===== config.mk =====
export PLATFORM = sky130hd
export DESIGN_NAME = spi_rdid_reader
export DESIGN_NICKNAME = d
export VERILOG_FILES = /design/src/rtl/spi_rdid_pkg.sv /design/src/rtl/spi_sck_gen.sv /design/src/rtl/spi_rdid_reader.sv
export SDC_FILE = /design/constraint.sdc
export NUM_CORES = 1
export LEC_CHECK = 0
export BUFFER_PORTS_ARGS = -buffer_cell sky130_fd_sc_hd__clkbuf_2
export CAP_MARGIN = 20
export CORE_MARGIN = 2
export CORE_UTILIZATION = 34
export DETAILED_ROUTE_END_ITERATION = 8
export PLACE_DENSITY = 0.55
export SYNTH_ARGS = -nofsm -noshare
export SYNTH_HDL_FRONTEND = slang
export SYNTH_SLANG_ARGS = --single-unit

===== constraint.sdc =====
create_clock -name clk -period 3.2 [get_ports clk]
set_clock_uncertainty 0.15 [all_clocks]
set_input_delay 0.32 -clock clk [delete_from_list [all_inputs] [get_ports clk]]
set_output_delay 0.32 -clock clk [all_outputs]
set_load 0.01 [all_outputs]

===== src/rtl/spi_rdid_pkg.sv =====
// Shared types and constants for the SPI flash RDID reader.
package spi_rdid_pkg;

    typedef enum logic [1:0] {
        IDLE,
        SETUP,
        SHIFT,
        HOLD
    } state_t;

    localparam logic [7:0] CMD_RDID   = 8'h9F;
    localparam int         ID_BITS    = 24;
    localparam int         TOTAL_BITS = 32;

    // A manufacturer byte of all zeros or all ones means the bus is floating or stuck.
    function automatic logic mfr_plausible(input logic [7:0] mfr);
        return (mfr != 8'h00) && (mfr != 8'hFF);
    endfunction

endpackage


===== src/rtl/spi_sck_gen.sv =====
// Mode-0 SCK generator: CLK_DIV cycles per half period, with strobes marking the end of each phase.
module spi_sck_gen #(
    parameter int CLK_DIV = 4
) (
    input  logic clk,
    input  logic reset_n,
    input  logic en_i,
    input  logic park_i,
    output logic sck_o,
    output logic rise_tick_o,
    output logic fall_tick_o
);

    localparam int                CNT_W = $clog2(CLK_DIV) + 1;
    localparam logic [CNT_W-1:0]  LAST  = CNT_W'(CLK_DIV - 1);

    logic [CNT_W-1:0] cnt_q;
    logic             sck_q;
    logic             phase_end;

    // rise_tick marks the end of a low phase even when park_i keeps SCK from actually rising.
    assign phase_end   = en_i && (cnt_q == LAST);
    assign rise_tick_o = phase_end && !sck_q;
    assign fall_tick_o = phase_end && sck_q;
    assign sck_o       = sck_q;

    always_ff @(posedge clk) begin
        if (!reset_n || !en_i) begin
            cnt_q <= '0;
            sck_q <= 1'b0;
        end else if (phase_end) begin
            cnt_q <= '0;
            sck_q <= sck_q ? 1'b0 : !park_i;
        end else begin
            cnt_q <= cnt_q + CNT_W'(1);
        end
    end

endmodule


===== src/rtl/spi_rdid_reader.sv =====
// Issues a JEDEC RDID (0x9F) on each button press and holds the 3-byte flash ID.
// Define RDID_JEDEC_CHECK_EN to register a manufacturer-byte plausibility flag on id_ok.
module spi_rdid_reader
    import spi_rdid_pkg::*;
#(
    parameter int CLK_DIV = 4
) (
    input  logic                clk,
    input  logic                reset_n,
    input  logic                start,
    output logic                busy,
    output logic                done,
    output logic                id_valid,
    output logic [ID_BITS-1:0]  id_data,
    output logic                id_ok,
    output logic                spi_cs_n,
    output logic                spi_sck,
    output logic                spi_mosi,
    input  logic                spi_miso
);

    localparam logic [5:0] LAST_BIT     = 6'(TOTAL_BITS - 1);
    localparam logic [5:0] FIRST_ID_BIT = 6'(TOTAL_BITS - ID_BITS);

    state_t              state_q;
    logic                prev_start_q;
    logic [5:0]          bit_cnt_q;
    logic [7:0]          cmd_q;
    logic [ID_BITS-1:0]  shreg_q;
    logic [ID_BITS-1:0]  id_data_q;
    logic                id_valid_q;
    logic                done_q;
    logic                busy_q;
    logic                cs_n_q;
    logic                mosi_q;

    logic sck_en;
    logic sck_park;
    logic rise_tick;
    logic fall_tick;

    // SCK is parked low during the final low phase of bit 31 and throughout HOLD.
    assign sck_en   = (state_q != IDLE);
    assign sck_park = (state_q == HOLD) || (bit_cnt_q == LAST_BIT);

    spi_sck_gen #(
        .CLK_DIV (CLK_DIV)
    ) u_sck_gen (
        .clk         (clk),
        .reset_n     (reset_n),
        .en_i        (sck_en),
        .park_i      (sck_park),
        .sck_o       (spi_sck),
        .rise_tick_o (rise_tick),
        .fall_tick_o (fall_tick)
    );

    always_ff @(posedge clk) begin
        if (!reset_n) begin
            state_q      <= IDLE;
            prev_start_q <= 1'b1;
            bit_cnt_q    <= '0;
            cmd_q        <= '0;
            shreg_q      <= '0;
            id_data_q    <= '0;
            id_valid_q   <= 1'b0;
            done_q       <= 1'b0;
            busy_q       <= 1'b0;
            cs_n_q       <= 1'b1;
            mosi_q       <= 1'b0;
        end else begin
            prev_start_q <= start;
            done_q       <= 1'b0;
            case (state_q)
                IDLE: begin
                    if (start && !prev_start_q) begin
                        state_q   <= SETUP;
                        cs_n_q    <= 1'b0;
                        busy_q    <= 1'b1;
                        bit_cnt_q <= '0;
                        cmd_q     <= CMD_RDID;
                        mosi_q    <= CMD_RDID[7];
                    end
                end
                SETUP: begin
                    if (rise_tick) begin
                        state_q <= SHIFT;
                    end
                end
                SHIFT: begin
                    // cmd_q back-fills with zeros, so MOSI stays low once the opcode is out.
                    if (fall_tick) begin
                        mosi_q <= cmd_q[6];
                        cmd_q  <= {cmd_q[6:0], 1'b0};
                        if (bit_cnt_q >= FIRST_ID_BIT) begin
                            shreg_q <= {shreg_q[ID_BITS-2:0], spi_miso};
                        end
                    end
                    if (rise_tick) begin
                        if (bit_cnt_q == LAST_BIT) begin
                            state_q <= HOLD;
                        end else begin
                            bit_cnt_q <= bit_cnt_q + 6'd1;
                        end
                    end
                end
                HOLD: begin
                    if (rise_tick) begin
                        state_q    <= IDLE;
                        cs_n_q     <= 1'b1;
                        busy_q     <= 1'b0;
                        done_q     <= 1'b1;
                        id_valid_q <= 1'b1;
                        id_data_q  <= shreg_q;
                    end
                end
                default: state_q <= IDLE;
            endcase
        end
    end

`ifdef RDID_JEDEC_CHECK_EN
    logic id_ok_q;

    always_ff @(posedge clk) begin
        if (!reset_n) begin
            id_ok_q <= 1'b0;
        end else if (state_q == HOLD && rise_tick) begin
            id_ok_q <= mfr_plausible(shreg_q[ID_BITS-1 -: 8]);
        end
    end

    assign id_ok = id_ok_q;
`else
    assign id_ok = id_valid_q;
`endif

    assign busy     = busy_q;
    assign done     = done_q;
    assign id_valid = id_valid_q;
    assign id_data  = id_data_q;
    assign spi_cs_n = cs_n_q;
    assign spi_mosi = mosi_q;

endmodule


==> flow_summary.json, run 1 <==
{
  "drv_slew": 0,
  "initial_core_util_pct": 34.7,
  "final-instance-count-excl-fill": 482,
  "drc_violations_left": 0,
  "async_flop_share_pct": 0,
  "layout-drive-gt1-share_pct": 15.5,
  "synth.distinct_cells": 43,
  "netlist.top_cell.by_area": "dfxtp_1",
  "count_of_pins_on_the_block_boundary": 35,
  "ant_nets": 0,
  "stage_delay_of_the_slowest_cell_on_the_critical_path_ns": 0.54,
  "cts_max_level": 3,
  "finish.utilization_pct": 40.0,
  "netlist_instances": 342,
  "drt_pre_antenna_iters": 4,
  "synth.cell_area_um2": 3000,
  "post-route-period-util_pct": 74.2,
  "worst_slack_ns": 0.825,
  "grt_util_all_layers_pct": 12.0,
  "gp_congestion": 0.753,
  "wire_length_of_the_first_global_routing_pass_mm": 9.38,
  "cp_max_fo": 24,
  "route.final.wire_length_mm": 5.47,
  "postSynthAreaPerCell_um2": 8.76,
  "vdd_drop_max_v": 0.000300,
  "area_delta_synth_final_pct": 15.3,
  "p_leak_uw": 0.00134,
  "slew_at_the_pin_closest_to_its_max_slew_limit_ns": 0.903,
  "critPathArrivalTime_ns": 2.45,
  "worstSetupStartpointType": "flip-flop",
  "final-setup-viol-count": 0,
  "routed_wire_length_per_instance_um": 11.4,
  "criticalPathCategory": "reg -> reg",
  "grt_antenna_before_repair": 0,
  "total_cts_buffers": 9,
  "synth.area.top_cells": "dfxtp_1 49%, nand2_1 13%, a21boi_1 11%, ha_1 3.8%, buf_6 1.9%",
  "first_global_vias": 2044,
  "placed_cells_incl_taps": 466,
  "tritoncts_num_sinks": 73,
  "cts_root_buffer": "clkbuf_8",
  "postSynthNetCount": 355,
  "tns_ns": 0,
  "critical_path_depth": 6,
  "timing.critical_path.to_type": "flip-flop",
  "number_of_warnings_printed_during_yosys_synthesis": 0,
  "gr-total-overflow": 0,
  "netlist.area_leader.share_pct": 48.8,
  "die_h_um": 97.9,
  "cp_num_buf_inv": 1,
  "slew_headroom_pct": 39.8,
  "min_delay_path_depth": 2,
  "multiInputGateArea_um2": 1360,
  "cts_max_path_buffers": 2,
  "ys_ff_latch": 73,
  "cp_cell_sequence": "inv_1 > ha_1 > and4b_1 > nand2b_1 > nand2_1 > a21boi_0",
  "clock_insertion_delay_worst_skew_ns": 0.34,
  "slowest_stage": "nand2b_1",
  "placement_rows": 34,
  "number_of_vias_after_detailed_routing": 2241,
  "drt-initial-drc-count": 107,
  "ctsResizeCount": 0,
  "die_area_um2": 9580,
  "core_region_area_um2": 8640,
  "pre_cts_slack_ns": 0.801,
  "r2r.worst_path.cells": 6,
  "cp_data_required_time_ns": 3.28,
  "synth_edf_count": 0,
  "timing.final.crit_period_ns": 2.37,
  "most-common-layout-cells": "107 x nand2_1, 73 x dfxtp_1, 44 x a21boi_1",
  "sequential_cell_area_um2": 1460,
  "crit_family": "simple AND/OR/NAND/NOR gates",
  "power-per-cell-area_nw_per_um2": 591,
  "design.final.nets": 382,
  "layout.filler_cells": 901,
  "rsz_0062_raised_after_global_routing": "no",
  "sequential_area_share_after_synthesis_pct": 48.8,
  "status": "completed",
  "route.detailed.vias_per_inst": 4.65,
  "timing.max_cap.violations": 0,
  "grt_start_max_net_pins": 59,
  "numPortBuffers": 34,
  "yosys_most_used_dff": "dfxtp_1",
  "holdCritPathClass": "in -> reg",
  "layout.cells.most_common": "nand2_1",
  "timing.final.hold_violations": 0,
  "postCtsSetupBuffers": 0,
  "clock_transition_time_at_the_flip_flop_clock_pins_of_the_worst_setup_and_hold_paths_ns": 0.08,
  "insertedDiodeCount": 0,
  "die_x_extent_um": 97.9,
  "ctsHoldBuffers": 0,
  "achievable-frequency_mhz": 421,
  "cts_tree": "built",
  "hpwl_mm": 3.55
}
final cells by class:
type                    instances  area share (%)
flip-flops and latches         73            42.3
clock buffers                  10            3.69
repair buffers                 38            5.79
inverters                       8           0.869
multi-input cells             239            39.5
clock inverters                 6            3.98
well taps                     108            3.91
power breakdown:
group / switching, uW / internal, uW / total [uW] / leakage (uW)
logic: 82.9 / 66.6 / 149 / 0.000624
clock network: 346 / 601 / 947 / 0.000131
registers: 14.7 / 933 / 947 / 0.000589
synthesized netlist by cell type, types with 2 or more instances:
library cell	count
nor2_1	15
buf_2	2
nor3b_1	2
dfxtp_1	73
ha_1	9
nand3_1	4
clkbuf_1	10
nand2b_1	3
a21boi_1	44
o211a_1	2
inv_1	8
nand2_1	107
o21ai_1	2
o22a_1	2
a21boi_0	4
a21oi_1	3
nand4_1	2
buf_6	5
o21ai_0	8
nor2b_1	2
buf_4	5
mux2i_1	3
nor3_1	7
per-layer routing:
layer | GRT usage [%] | routed length, um | part of all wire, % | vias up
li1 | - | - | - | 1184
met1 | 14.5 | 2720 | 50 | 1016
met2 | 19.6 | 2500 | 46 | 37
met3 | 4.37 | 226 | 4.1 | 4
met4 | 4.49 | 33 | 0.60 | 0
met5 | 0 | 0 | 0 | -
sequential cells by signal (all words and copies together) (netlist names):
signal	flops
id_data	24
shreg_q	24
cmd_q	7
bit_cnt_q	6
u_sck_gen.cnt_q	3
state_q	2
busy	1
done	1
id_ok	1
prev_start_q	1
spi_cs_n	1
spi_mosi	1
u_sck_gen.sck_o	1
worst reg2reg max path: cells and delay by family (launching register included):
| family | cells | cell delay, ns |
|---|---|---|
| and+or+nand+nor | 3 | 1.19 |
| adders and majority gates | 1 | 0.38 |
| DFF | 1 | 0.34 |
| buffers and inverters | 1 | 0.11 |
| AOI/OAI and AO/OA | 1 | 0.09 |
worst paths after layout:
kind | startpoint | end | slack (ns)
max | state_q[0] | shreg_q[19] | 0.83
max reg2reg | state_q[0] | shreg_q[19] | 0.83
min reg2reg | u_sck_gen.cnt_q[0] | u_sck_gen.cnt_q[0] | 0.27
min | start | prev_start_q | 0.06
stage by stage:
step | hold slack (ns) | total power (uW) | instance area, um2
after floorplan | 0.247 | 1100 | 3000
after global placement | 0.257 | 1120 | 3190
after detailed placement | 0.264 | 1120 | 3190
after CTS | 0.0432 | 2080 | 3460
after global routing | 0.0622 | 2140 | 3460
final | 0.0605 | 2040 | 3460
cells by family after synthesis:
logic type,share of synthesized area [%]
AO/OA/AOI/OAI,17.9
adder cells (fa/ha/maj),3.76
buffers and inverters,5.72
flip-flops,48.8
multiplexers,1.00
AND/OR/NAND/NOR,22.9
Note: power is estimated with default switching activity, not from simulation.
==> run 2, diff against run 1 <==
==> constraint.sdc (replaced) <==
create_clock -name clk -period 2.2 [get_ports clk]
set_clock_uncertainty 0.15 [all_clocks]
set_input_delay 0.22 -clock clk [delete_from_list [all_inputs] [get_ports clk]]
set_output_delay 0.22 -clock clk [all_outputs]
set_load 0.01 [all_outputs]
==> run 2 against run 1 <==
  * Core utilization grew 0.87 points
  * Final cell count increased by 1.9%
  * Non-clock buffer count grew 9
  * Sequential share of layout area fell by 0.90 points
  * Cell area rose by 2.2%
  * Routed wire length grew 6.2%
  * Sequential cell count did not move
  * Global-route usage increased by 0.71 points
  * Sequential power is 46% higher
  * Combinational power up 50%
  * Total power rose by 41%
  * Critical path type unchanged
  * Largest cell class unchanged
  * Highest routed layer unchanged
==> flow_summary.json, run 2 (synthesis gave the netlist of run 1 again) <==
{
  "cts_max_level": 3,
  "grt.met2_usage_pct": 20.7,
  "ctsResizeCount": 0,
  "die_area_um2": 9580,
  "clock_transition_time_at_the_flip_flop_clock_pins_of_the_worst_setup_and_hold_paths_ns": 0.08,
  "layout-drive-gt1-share_pct": 17.0,
  "slowest_stage": "dfxtp_1",
  "initial_core_util_pct": 34.7,
  "crit_family": "simple AND/OR/NAND/NOR gates",
  "grt.busiest_layer": "met2",
  "route.final.wire_length_mm": 5.81,
  "final-setup-viol-count": 0,
  "drt-initial-drc-count": 105,
  "ant_nets": 0,
  "r2r.worst_path.cells": 6,
  "worst_hold_slack_ns": 0.218,
  "total_cts_buffers": 9,
  "grt_antenna_before_repair": 0,
  "drt_pre_antenna_iters": 4,
  "gp_congestion": 0.709,
  "timing.final.crit_period_ns": 2.05,
  "number_of_vias_after_detailed_routing": 2298,
  "met1_usage_pct": 15.7,
  "worstSetupStartpointType": "flip-flop",
  "timing.critical_path.to_type": "flip-flop",
  "layout.filler_cells": 921,
  "cp_data_required_time_ns": 2.28,
  "hold_path_startpoint": "reset_n",
  "insertedDiodeCount": 0,
  "cts_tree": "built",
  "hpwl_mm": 3.73,
  "drv_slew": 0,
  "stage_delay_of_the_slowest_cell_on_the_critical_path_ns": 0.38,
  "cp_num_buf_inv": 1,
  "rr_startpoint": "state_q[0]",
  "design.final.nets": 391,
  "cp_cell_sequence": "inv_1 > ha_1 > nor3b_4 > o211ai_1 > nor2b_4 > a211o_1",
  "global_route.usage.met3_pct": 4.87,
  "slew_at_the_pin_closest_to_its_max_slew_limit_ns": 0.484,
  "grt_start_max_net_pins": 46,
  "gr-total-overflow": 0,
  "drc_violations_left": 0,
  "post-route-period-util_pct": 93.3,
  "core_region_area_um2": 8640,
  "detailed_place.area_um2": 3250,
  "wire_length_of_the_first_global_routing_pass_mm": 10.0,
  "clock_insertion_delay_worst_skew_ns": 0.34,
  "power-per-cell-area_nw_per_um2": 815,
  "min_delay_path_depth": 2,
  "status": "completed",
  "layout.cells.most_common": "nand2_1",
  "final_cell_area_um2": 3530,
  "tns_ns": 0,
  "grt_util_all_layers_pct": 12.7,
  "numPortBuffers": 34,
  "timing.final.hold_violations": 0,
  "timing.hold.worst_endpoint": "prev_start_q",
  "timing.rr.end": "bit_cnt_q[2]",
  "timing.max_cap.violations": 0,
  "die_x_extent_um": 97.9,
  "criticalPathCategory": "reg -> reg",
  "holdCritPathClass": "in -> reg",
  "origin_of_the_worst_setup_path": "state_q[0]",
  "rsz_0062_raised_after_global_routing": "no",
  "slew_headroom_pct": 67.8,
  "critPathArrivalTime_ns": 2.13,
  "count_of_pins_on_the_block_boundary": 35,
  "post-layout-total-power_uw": 2880,
  "cts_max_path_buffers": 2,
  "most-common-layout-cells": "107 x nand2_1, 73 x dfxtp_1, 44 x a21boi_1",
  "routed_wire_length_per_instance_um": 11.8,
  "first_global_vias": 2206,
  "area_delta_synth_final_pct": 17.8,
  "cts_root_buffer": "clkbuf_8",
  "vdd_drop_max_v": 0.000547,
  "p_leak_uw": 0.00138,
  "die_h_um": 97.9,
  "achievable-frequency_mhz": 487,
  "route.detailed.vias_per_inst": 4.68,
  "tritoncts_num_sinks": 73,
  "placement_rows": 34,
  "cp_max_fo": 8,
  "rrSetupSlack_ns": 0.15
}
==> run 2: cell count changes in the layout (fill, tap and decap cells not counted) <==
cell / delta
buf_12: +2
buf_4: +5
bufinv_16: -1
dlygate4sd3_1: +2
clkinvlp_4: +1
==> run 2: worst max path at each step <==
stage | end | slack (ns) | cells past startpoint
floorplan | bit_cnt_q[2] | 0.31 | 7
global placement | bit_cnt_q[2] | 0.22 | 6
detailed placement | bit_cnt_q[2] | 0.15 | 6
CTS | bit_cnt_q[2] | 0.14 | 6
global route | bit_cnt_q[2] | 0.03 | 6
finish | bit_cnt_q[2] | 0.15 | 6
==> run 2: stage by stage <==
| stage | setup slack (ns) | util [%] | std cells |
|---|---|---|---|
| 2_1_floorplan | 0.312 | - | 342 |
| 3_3_place_gp | 0.216 | 37.7 | 471 |
| 3_5_place_dp | 0.150 | 37.7 | 471 |
| 4_1_cts | 0.141 | 40.7 | 489 |
| 5_1_grt | 0.0318 | 40.9 | 491 |
| 6_report | 0.146 | 40.9 | 491 |
==> run 2: per-layer routing <==
| metal | part of all wire, % | vias up |
|---|---|---|
| met5 | 0 | - |
| met4 | 1.3 | 0 |
| met3 | 4.3 | 7 |
| met2 | 44 | 36 |
| met1 | 51 | 1055 |
| li1 | - | 1200 |
==> run 2: repair_timing <==
item	CTS	global route
buffers inserted	0	2
endpoints found under the setup margin	0	1
hold endpoints to repair	2	0
hold buffers	2	0
==> run 2: report_power, final <==
group | internal (uW) | leakage, uW | switching [uW]
clock network | 760 | 0.000117 | 515
registers | 1360 | 0.000589 | 23.4
logic | 99.5 | 0.000672 | 125
total | 2220 | 0.00138 | 663
==> run 2: final cells by class <==
type                            count  area (um2)  share of cell area, %
Inverter                            8        30.0                  0.850
Clock buffer                       10         128                   3.61
Multi-Input combinational cell    239        1360                   38.6
Timing Repair Buffer               47         298                   8.43
Clock inverter                      6         115                   3.26
Sequential cell                    73        1460                   41.4
Tap cell                          108         135                   3.83
